`config.mk`:
```
export PLATFORM = sky130hd
export DESIGN_NAME = placement_reader
export DESIGN_NICKNAME = d
export VERILOG_FILES = /design/src/rtl/placement_reader_pkg.sv /design/src/rtl/placement_tuple_skid.sv /design/src/rtl/placement_reader.sv
export SDC_FILE = /design/constraint.sdc
export NUM_CORES = 1
export LEC_CHECK = 0
export CAP_MARGIN = 20
export CELL_PAD_IN_SITES_DETAIL_PLACEMENT = 0
export CELL_PAD_IN_SITES_GLOBAL_PLACEMENT = 1
export CORE_ASPECT_RATIO = 0.6
export CORE_UTILIZATION = 45
export DETAILED_ROUTE_END_ITERATION = 10
export GPL_ROUTABILITY_DRIVEN = 0
export HOLD_SLACK_MARGIN = 0.06
export PLACE_DENSITY_LB_ADDON = 0.1
export SLEW_MARGIN = 0
export SYNTH_ARGS = -nofsm -noshare
export SYNTH_HDL_FRONTEND = slang
export SYNTH_SLANG_ARGS = --single-unit
```
`constraint.sdc`:
```
create_clock -name clk -period 28.2 [get_ports clk]
set_clock_uncertainty 0.05 [all_clocks]
set_input_delay 7.05 -clock clk [delete_from_list [all_inputs] [get_ports clk]]
set_output_delay 7.05 -clock clk [all_outputs]
set_load 0.02 [all_outputs]
```
`src/rtl/placement_reader_pkg.sv`:
```
// Shared placement constants, read-back FSM encoding and the tuple bundle
// streamed by placement_reader.
package placement_reader_pkg;

   localparam int N     = 7;
   localparam int CELLS = N * N;

   localparam logic signed [31:0] N_NODES = 32'sd128;
   localparam logic signed [31:0] EMPTY   = -32'sd1;

   typedef enum logic [3:0] {
      IDLE,
      GRID_RD,
      GRID_WAIT,
      CLASSIFY,
      POS_RD,
      POS_WAIT,
      CHECK,
      EMIT,
      ADVANCE,
      FIN
   } state_e;

   typedef struct packed {
      logic [31:0] node;
      logic [31:0] x;
      logic [31:0] y;
      logic        err;
   } tuple_t;

   function automatic logic bad_node(logic signed [31:0] w);
      return (w != EMPTY) && ((w < 32'sd0) || (w >= N_NODES));
   endfunction

endpackage

```
`src/rtl/placement_tuple_skid.sv`:
```
// One-entry output register: loads a tuple, then holds valid and payload
// steady until the consumer takes it.
module placement_tuple_skid
   import placement_reader_pkg::*;
(
   input  logic        clk_i,
   input  logic        rst_i,
   input  logic        load_i,
   input  logic [31:0] node_i,
   input  logic [31:0] x_i,
   input  logic [31:0] y_i,
   input  logic        err_i,
   input  logic        ready_i,
   output logic        valid_o,
   output logic [31:0] node_o,
   output logic [31:0] x_o,
   output logic [31:0] y_o,
   output logic        err_o
);

   tuple_t data_q, data_d;
   logic   valid_q, valid_d;

   always_comb begin
      data_d  = data_q;
      valid_d = valid_q;
      if (load_i) begin
         data_d  = '{node: node_i, x: x_i, y: y_i, err: err_i};
         valid_d = 1'b1;
      end else if (valid_q && ready_i) begin
         valid_d = 1'b0;
      end
   end

   always_ff @(posedge clk_i or posedge rst_i) begin
      if (rst_i) begin
         data_q  <= '0;
         valid_q <= 1'b0;
      end else begin
         data_q  <= data_d;
         valid_q <= valid_d;
      end
   end

   assign valid_o = valid_q;
   assign node_o  = data_q.node;
   assign x_o     = data_q.x;
   assign y_o     = data_q.y;
   assign err_o   = data_q.err;

endmodule

```
`src/rtl/placement_reader.sv`:
```
// Row-major read-back of the grid RAM, cross-checking every occupied cell
// against pos_X/pos_Y and streaming (node, x, y, err) tuples.
module placement_reader
   import placement_reader_pkg::*;
(
   input  logic               clk,
   input  logic               reset,
   input  logic               start,
   output logic               busy,
   output logic               done,
   output logic               grid_rd,
   output logic [31:0]        grid_addr,
   input  logic signed [31:0] grid_rdata,
   output logic               pos_rd,
   output logic [31:0]        pos_addr,
   input  logic signed [31:0] posx_rdata,
   input  logic signed [31:0] posy_rdata,
   output logic               out_valid,
   input  logic               out_ready,
   output logic [31:0]        out_node,
   output logic [31:0]        out_x,
   output logic [31:0]        out_y,
   output logic               out_err,
   output logic [31:0]        placed_count,
   output logic               error,
   output logic [31:0]        err_cell
);

   localparam logic [31:0] COL_MAX  = 32'(N - 1);
   localparam logic [31:0] CELL_MAX = 32'(CELLS - 1);

   state_e             state_q, state_d;
   logic [31:0]        cell_q, cell_d;
   logic [31:0]        row_q, row_d;
   logic [31:0]        col_q, col_d;
   logic [31:0]        node_q, node_d;
   logic signed [31:0] gword_q, gword_d;
   logic [31:0]        px_q, px_d;
   logic [31:0]        py_q, py_d;
   logic [31:0]        placed_q, placed_d;
   logic               error_q, error_d;
   logic [31:0]        err_cell_q, err_cell_d;

   logic is_empty, bad_id, pos_bad, last, flag_err;
   logic load, load_err;

   assign is_empty = (gword_q == EMPTY);
   assign bad_id   = bad_node(gword_q);
   assign pos_bad  = (px_q != row_q) || (py_q != col_q);
   assign last     = (cell_q == CELL_MAX);

   always_ff @(posedge clk or posedge reset) begin
      if (reset) state_q <= IDLE;
      else       state_q <= state_d;
   end

   always_comb begin
      state_d = state_q;
      unique case (state_q)
         IDLE:      if (start) state_d = GRID_RD;
         GRID_RD:   state_d = GRID_WAIT;
         GRID_WAIT: state_d = CLASSIFY;
         CLASSIFY: begin
            if (is_empty)    state_d = ADVANCE;
            else if (bad_id) state_d = EMIT;
            else             state_d = POS_RD;
         end
         POS_RD:    state_d = POS_WAIT;
         POS_WAIT:  state_d = CHECK;
         CHECK:     state_d = EMIT;
         EMIT:      if (out_ready) state_d = ADVANCE;
         ADVANCE:   state_d = last ? FIN : GRID_RD;
         FIN:       state_d = IDLE;
         default:   state_d = IDLE;
      endcase
   end

   always_comb begin
      grid_rd  = (state_q == GRID_RD);
      pos_rd   = (state_q == POS_RD);
      done     = (state_q == FIN);
      busy     = (state_q != IDLE) && (state_q != FIN);
      load     = (state_q == CHECK) ||
                 ((state_q == CLASSIFY) && bad_id);
      load_err = (state_q == CHECK) ? pos_bad : 1'b1;
   end

   always_comb begin
      cell_d     = cell_q;
      row_d      = row_q;
      col_d      = col_q;
      node_d     = node_q;
      gword_d    = gword_q;
      px_d       = px_q;
      py_d       = py_q;
      placed_d   = placed_q;
      error_d    = error_q;
      err_cell_d = err_cell_q;
      flag_err   = 1'b0;
      unique case (1'b1)
         (state_q == IDLE) && start: begin
            cell_d     = '0;
            row_d      = '0;
            col_d      = '0;
            placed_d   = '0;
            error_d    = 1'b0;
            err_cell_d = '0;
         end
         state_q == GRID_WAIT: gword_d = grid_rdata;
         (state_q == CLASSIFY) && !is_empty: begin
            if (bad_id) begin
               flag_err = 1'b1;
            end else begin
               node_d   = gword_q;
               placed_d = placed_q + 32'd1;
            end
         end
         state_q == POS_WAIT: begin
            px_d = posx_rdata;
            py_d = posy_rdata;
         end
         state_q == CHECK: flag_err = pos_bad;
         (state_q == ADVANCE) && !last: begin
            cell_d = cell_q + 32'd1;
            if (col_q == COL_MAX) begin
               col_d = '0;
               row_d = row_q + 32'd1;
            end else begin
               col_d = col_q + 32'd1;
            end
         end
         default: ;
      endcase
      // only the first failing cell of a scan is remembered
      if (flag_err) begin
         error_d = 1'b1;
         if (!error_q) err_cell_d = cell_q;
      end
   end

   always_ff @(posedge clk or posedge reset) begin
      if (reset) begin
         cell_q     <= '0;
         row_q      <= '0;
         col_q      <= '0;
         node_q     <= '0;
         gword_q    <= '0;
         px_q       <= '0;
         py_q       <= '0;
         placed_q   <= '0;
         error_q    <= 1'b0;
         err_cell_q <= '0;
      end else begin
         cell_q     <= cell_d;
         row_q      <= row_d;
         col_q      <= col_d;
         node_q     <= node_d;
         gword_q    <= gword_d;
         px_q       <= px_d;
         py_q       <= py_d;
         placed_q   <= placed_d;
         error_q    <= error_d;
         err_cell_q <= err_cell_d;
      end
   end

   assign grid_addr    = cell_q;
   assign pos_addr     = node_q;
   assign placed_count = placed_q;
   assign error        = error_q;
   assign err_cell     = err_cell_q;

   placement_tuple_skid u_skid (
      .clk_i   (clk),
      .rst_i   (reset),
      .load_i  (load),
      .node_i  (gword_q),
      .x_i     (row_q),
      .y_i     (col_q),
      .err_i   (load_err),
      .ready_i (out_ready),
      .valid_o (out_valid),
      .node_o  (out_node),
      .x_o     (out_x),
      .y_o     (out_y),
      .err_o   (out_err)
   );

endmodule

```
---- After elaboration in Yosys (flattened, before gate mapping) ----
Index checks and enable logic that the tools add are counted.
word-level totals
  register bits after elaboration ......... 391
  bits in latches ......................... 0
  bits in writable memories ............... 0
  bits in read-only memories .............. 0
  output and inout port bits .............. 231
  word-level logic and storage cells ...... 88
  memories kept ........................... 0
operators by class
  $add $sub $neg .......................... 4
  multiply operators ...................... 0
  div/mod/pow operators ................... 0
  $lt $le $gt $ge ......................... 2
  equality and inequality tests ........... 20
  shift-type cells ........................ 0
  mux-type cells .......................... 23
  bitwise gates (word level) .............. 1
  reductions and logical operators ........ 22
operators with widths
  kind                     number
  $pmux W32 S2             4
  $mux W32                 6
  $add A32 B1 Y32 const B  4
  $ne A32 B32 Y1           2
  $pmux W4 S9              1
  $eq A32 B1 Y1 const B    1
  $eq A32 B3 Y1 const B    1
  $eq A32 B6 Y1 const B    1
  $ge A32 B9 Y1 const B    1
  $lt A32 B1 Y1 const B    1
  $ne A32 B1 Y1 const B    1
  $eq A4 B3 Y1 const B     4
  $mux W4                  4
  $eq A4 B2 Y1 const B     2
  $eq A4 B4 Y1 const B     2
  $reduce_and A2 Y1        4
  $reduce_bool A2 Y1       4
  $logic_and A1 B1 Y1      7
  $mux W1                  6
  $ne A2 B2 Y1 const B     3
  $eq A4 B1 Y1 const B     1
  $logic_not A4 Y1         1
  $ne A4 B4 Y1 const B     1
  $reduce_bool A4 Y1       1
  6 further kinds          9

---- Logic depth before layout (Yosys ltp) ----
  depth in word-level cells ............... 6
  mapped depth ............................ 10
  depth with buffers taken out ............ 8

---- Cells and area by module ----
A second synthesis with hierarchy kept.
second synthesis, totals
  cell total of the unflattened synthesis .. 1680
  area total of the unflattened synthesis .. 18770.5 µm²
modules (own cells, without submodules)
  module                times used  cells an instance  area each (µm²)  seq. area each (µm²)
  placement_reader      1           1471               15059.4          7332.0
  placement_tuple_skid  1           209                3711.1           2452.4

---- Worst setup path before layout ----
Ideal clock, no wire load.
  path type ............................... register to output
  start ................................... register state_q[3]
  end ..................................... output pos_rd
  arrival time ............................ 1.179 ns
  path slack .............................. 19.921 ns
  cell stages (with the launch flop) ...... 4
  path buffers ............................ 1
  cell sequence ........................... dfrtp_1 > buf_2 > nand2b_1 > nor3_1
between the ends
  word-level cells in the longest chain between the ends .. 1
ends and longest elaborated chain
  what                    line                    source
  from (decl)             placement_reader.sv:32  state_e state_q, state_d;
  from (signal assigned)  placement_reader.sv:54  else state_q <= state_d;
  $eq A4 B3 Y1            placement_reader.sv:80  pos_rd = (state_q == POS_RD);
  to (decl)               placement_reader.sv:14  output logic pos_rd,
Every way passes these cells.

---- Worst setup path in the final report ----
  start ................................... register error_q (netlist: error)
  end ..................................... output error
RTL lines
  what                    line                     source
  from (decl)             placement_reader.sv:41   logic error_q, error_d;
  from (signal assigned)  placement_reader.sv:162  error_q <= error_d;
  to (decl)               placement_reader.sv:25   output logic error,
No word-level cell between the ends.

==> results.json <==
{
  "grt_setup_unrepaired": "false",
  "grt.overflow.total": 0,
  "ctsHoldBuffers": 0,
  "drt-pass1-iter-count": 5,
  "peakVddDrop_mv": 0.06796,
  "clock-sinks": 391,
  "die-area_um2": 41220,
  "grt_max_degree": 105,
  "fillers": 3225,
  "clk_latency_ns": 0.53,
  "p_int_mw": 1.539,
  "p_comb_frac": 0.380,
  "grt_pass1_wl_um": 79330,
  "fp-row-count": 56,
  "setup.worst_path.start_class": "flop",
  "drc": 0,
  "die_w_um": 261.4,
  "clockRootBuffer": "clkbuf_16",
  "period_needed_ns": 9.395,
  "fin_nets": 1960,
  "crit_slowest_cell": "dfrtp_2",
  "p_leak_nw": 9.838,
  "fin_crit_sh": 0.3332,
  "pwr-share-clk": 0.212,
  "cts_made_buffers": 39,
  "most-common-layout-cells": "dfrtp_1, clkdlybuf4s50_1, mux2_2",
  "rrSetupSlack_ns": 24.52,
  "p_seq_frac": 0.408,
  "die_h_um": 157.7,
  "cts_setup_buffers": 0,
  "antenna_found_initial": 3,
  "p_sw_mw": 0.9457,
  "critPathMaxFanout": 66,
  "layout_commonest_cell": "dfrtp_1",
  "dpl.cell_count": 2333,
  "synth_top_family_by_area": "simple AND/OR/NAND/NOR gates",
  "switching_share": 0.3806,
  "synthXorXnorAreaFrac": 0.04675,
  "syn_avg_cell_area_um2": 11.58,
  "maxCapViolCount": 0,
  "routedWlPerCell_um": 21.15,
  "synth-compound-area-share": 0.06644,
  "rr_startpoint": "gword_q[15]",
  "synth_nets": 1676,
  "worstRegToRegCells": 8,
  "coreArea_um2": 39450,
  "p_per_area_nw_per_um2": 107.5,
  "drive_above_1_share": 0.1461,
  "seq_area_um2": 9786,
  "crit_start": "error",
  "ant_nets": 0,
  "synthAdderAreaFrac": 0.004131,
  "pre_cts_ws_ns": 17.84,
  "r2r_end": "u_skid.y_o[17]",
  "initialDrtViolationCount": 1102,
  "fin_total_pwr_mw": 2.485,
  "worst-path-buf-inv": 1,
  "instances_no_fill": 2406,
  "htree_levels": 2,
  "ys_seq_area_frac": 0.5384,
  "initial_utilization": 0.4607,
  "timing.hold.ws_ns": 0.4330,
  "synth_area_um2": 18170,
  "tritoncts": "built",
  "tightest_slew_ns": 1.082,
  "place_hpwl_um": 35160,
  "cts.reportedPaths.clkPinSlew_ns": 0.06,
  "min_path_type": "flop to flop",
  "synthArstFlopShare": 1.000,
  "fmax_mhz": 106.4,
  "worstPathRequired_ns": 21.10,
  "slew_viol_final": 0,
  "muxShareOfSynthArea": 0.1399,
  "via_count": 13380,
  "ioPinCount": 331,
  "maxSlewHeadroom": 0.2786,
  "status": "complete, no violations",
  "path_class": "flop to output port",
  "multi_input_area_um2": 7820,
  "ys.flop_type": "dfrtp_1",
  "critical_path_depth": 1,
  "area_growth_pct": 27.20,
  "grt_pass1_vias": 13250,
  "crit_chain": "clkdlybuf4s50_1",
  "wl_um": 50890,
  "clk_path_buf_depth": 3,
  "postSynthCellCount": 1570,
  "synth_edf_count": 0,
  "viasPerCell": 5.562,
  "setup_tns_ns": 0,
  "max_stage_delay_ns": 1.00,
  "track_usage": 0.2490,
  "ys_seq_elements": 391,
  "yosysWarnings": 0,
  "path_delay_family": "flip-flops",
  "setup_viol": 0,
  "crit_path_end_kind": "output port",
  "endpoint": "error",
  "synth_cell_type_count": 65,
  "finalHoldViolations": 0,
  "fin_ws_ns": 18.80,
  "cp.arrival_ns": 2.30,
  "port-buffer-count": 330,
  "cts_resized": 0,
  "synthSimpleGateAreaFrac": 0.1714
}
power groups by stage:
stage,Combinational (mW),Clock [mW],Sequential (mW)
finish,0.945,0.526,1.01
global route,1.02,0.561,1.05
CTS,0.949,0.538,1.01
detailed placement,0.944,0,1.02
global placement,0.928,0,1.01
floorplan,0.546,0,1.02
area by class of cell:
type,instances,area share
Sequential cell,391,0.4233
Multi-Input combinational cell,1050,0.3383
Timing Repair Buffer,347,0.1498
Clock buffer,61,0.05283
Tap cell,522,0.02825
Inverter,25,0.004384
Clock inverter,8,0.002923
Antenna cell,2,0.0002165
worst reg2reg max path, stage by stage, from the launching register on:
cell     delay [ns]
dfrtp_1        0.41
nand4_1        0.21
nor4_4         0.52
a21oi_1        0.24
and2_1         0.27
nor2_4         0.11
buf_4          0.59
buf_4          0.68
mux2_2         0.48
cells in the mapped netlist, drive strengths merged (18+ instances only):
master	n	area, um2
nor2	52	212.7
o31ai	18	135.1
mux2	192	2162
dfrtp	391	9784
nor3	33	175.2
and3	52	325.3
buf	51	307.8
nor4	52	437.9
xor2	73	639.4
a21oi	40	204.0
clkbuf	53	198.9
nand3	55	275.3
a221o	31	310.3
nor2b	33	206.5
o21ai	41	209.0
mux2i	38	380.4
nand2	121	454.2
inv	25	93.84
xnor2	24	210.2
nand4	48	330.3
and2	33	206.5
metal layers:
metal | GRT usage | vias up | share of wire
met5 | 0 | - | 0.00024
met4 | 0.05150 | 2 | 0.016
li1 | - | 6250 | -
met1 | 0.3840 | 6737 | 0.49
met3 | 0.05700 | 59 | 0.060
met2 | 0.3534 | 333 | 0.43
how the worst min path moves through the flow:
stage,startpoint,to,slack (ns),depth (start not counted)
2_1_floorplan,gword_q[0],pos_addr[0],0.42,2
3_3_place_gp,pos_addr[5],pos_addr[5],0.41,2
3_5_place_dp,pos_addr[1],pos_addr[1],0.42,2
4_1_cts,pos_addr[0],pos_addr[0],0.43,2
5_1_grt,pos_addr[20],pos_addr[20],0.45,1
6_report,pos_addr[5],pos_addr[5],0.43,2
metrics by stage:
| step | cell area [um2] | utilization |
|---|---|---|
| 2_1_floorplan | 18170 | - |
| 3_3_place_gp | 21780 | 0.5520 |
| 3_5_place_dp | 21780 | 0.5520 |
| 4_1_cts | 23060 | 0.5847 |
| 5_1_grt | 23120 | 0.5860 |
| 6_report | 23120 | 0.5860 |
cell families after synthesis:
logic type / Yosys count
xor gates and xnor gates: 97
AOI/OAI and AO/OA: 174
muxes: 230
and+or+nand+nor: 543
buffers and inverters: 129
adders and majority gates: 6
DFF: 391
flip-flops by register name (all words and copies together) (netlist names), 4 cells and up:
register,count
state_q,4
gword_q,32
grid_addr,32
err_cell,32
u_skid.node_o,32
px_q,32
py_q,32
u_skid.x_o,32
col_q,32
placed_count,32
u_skid.y_o,32
pos_addr,32
row_q,32
No activity file was read; power rests on OpenSTA's default activity.
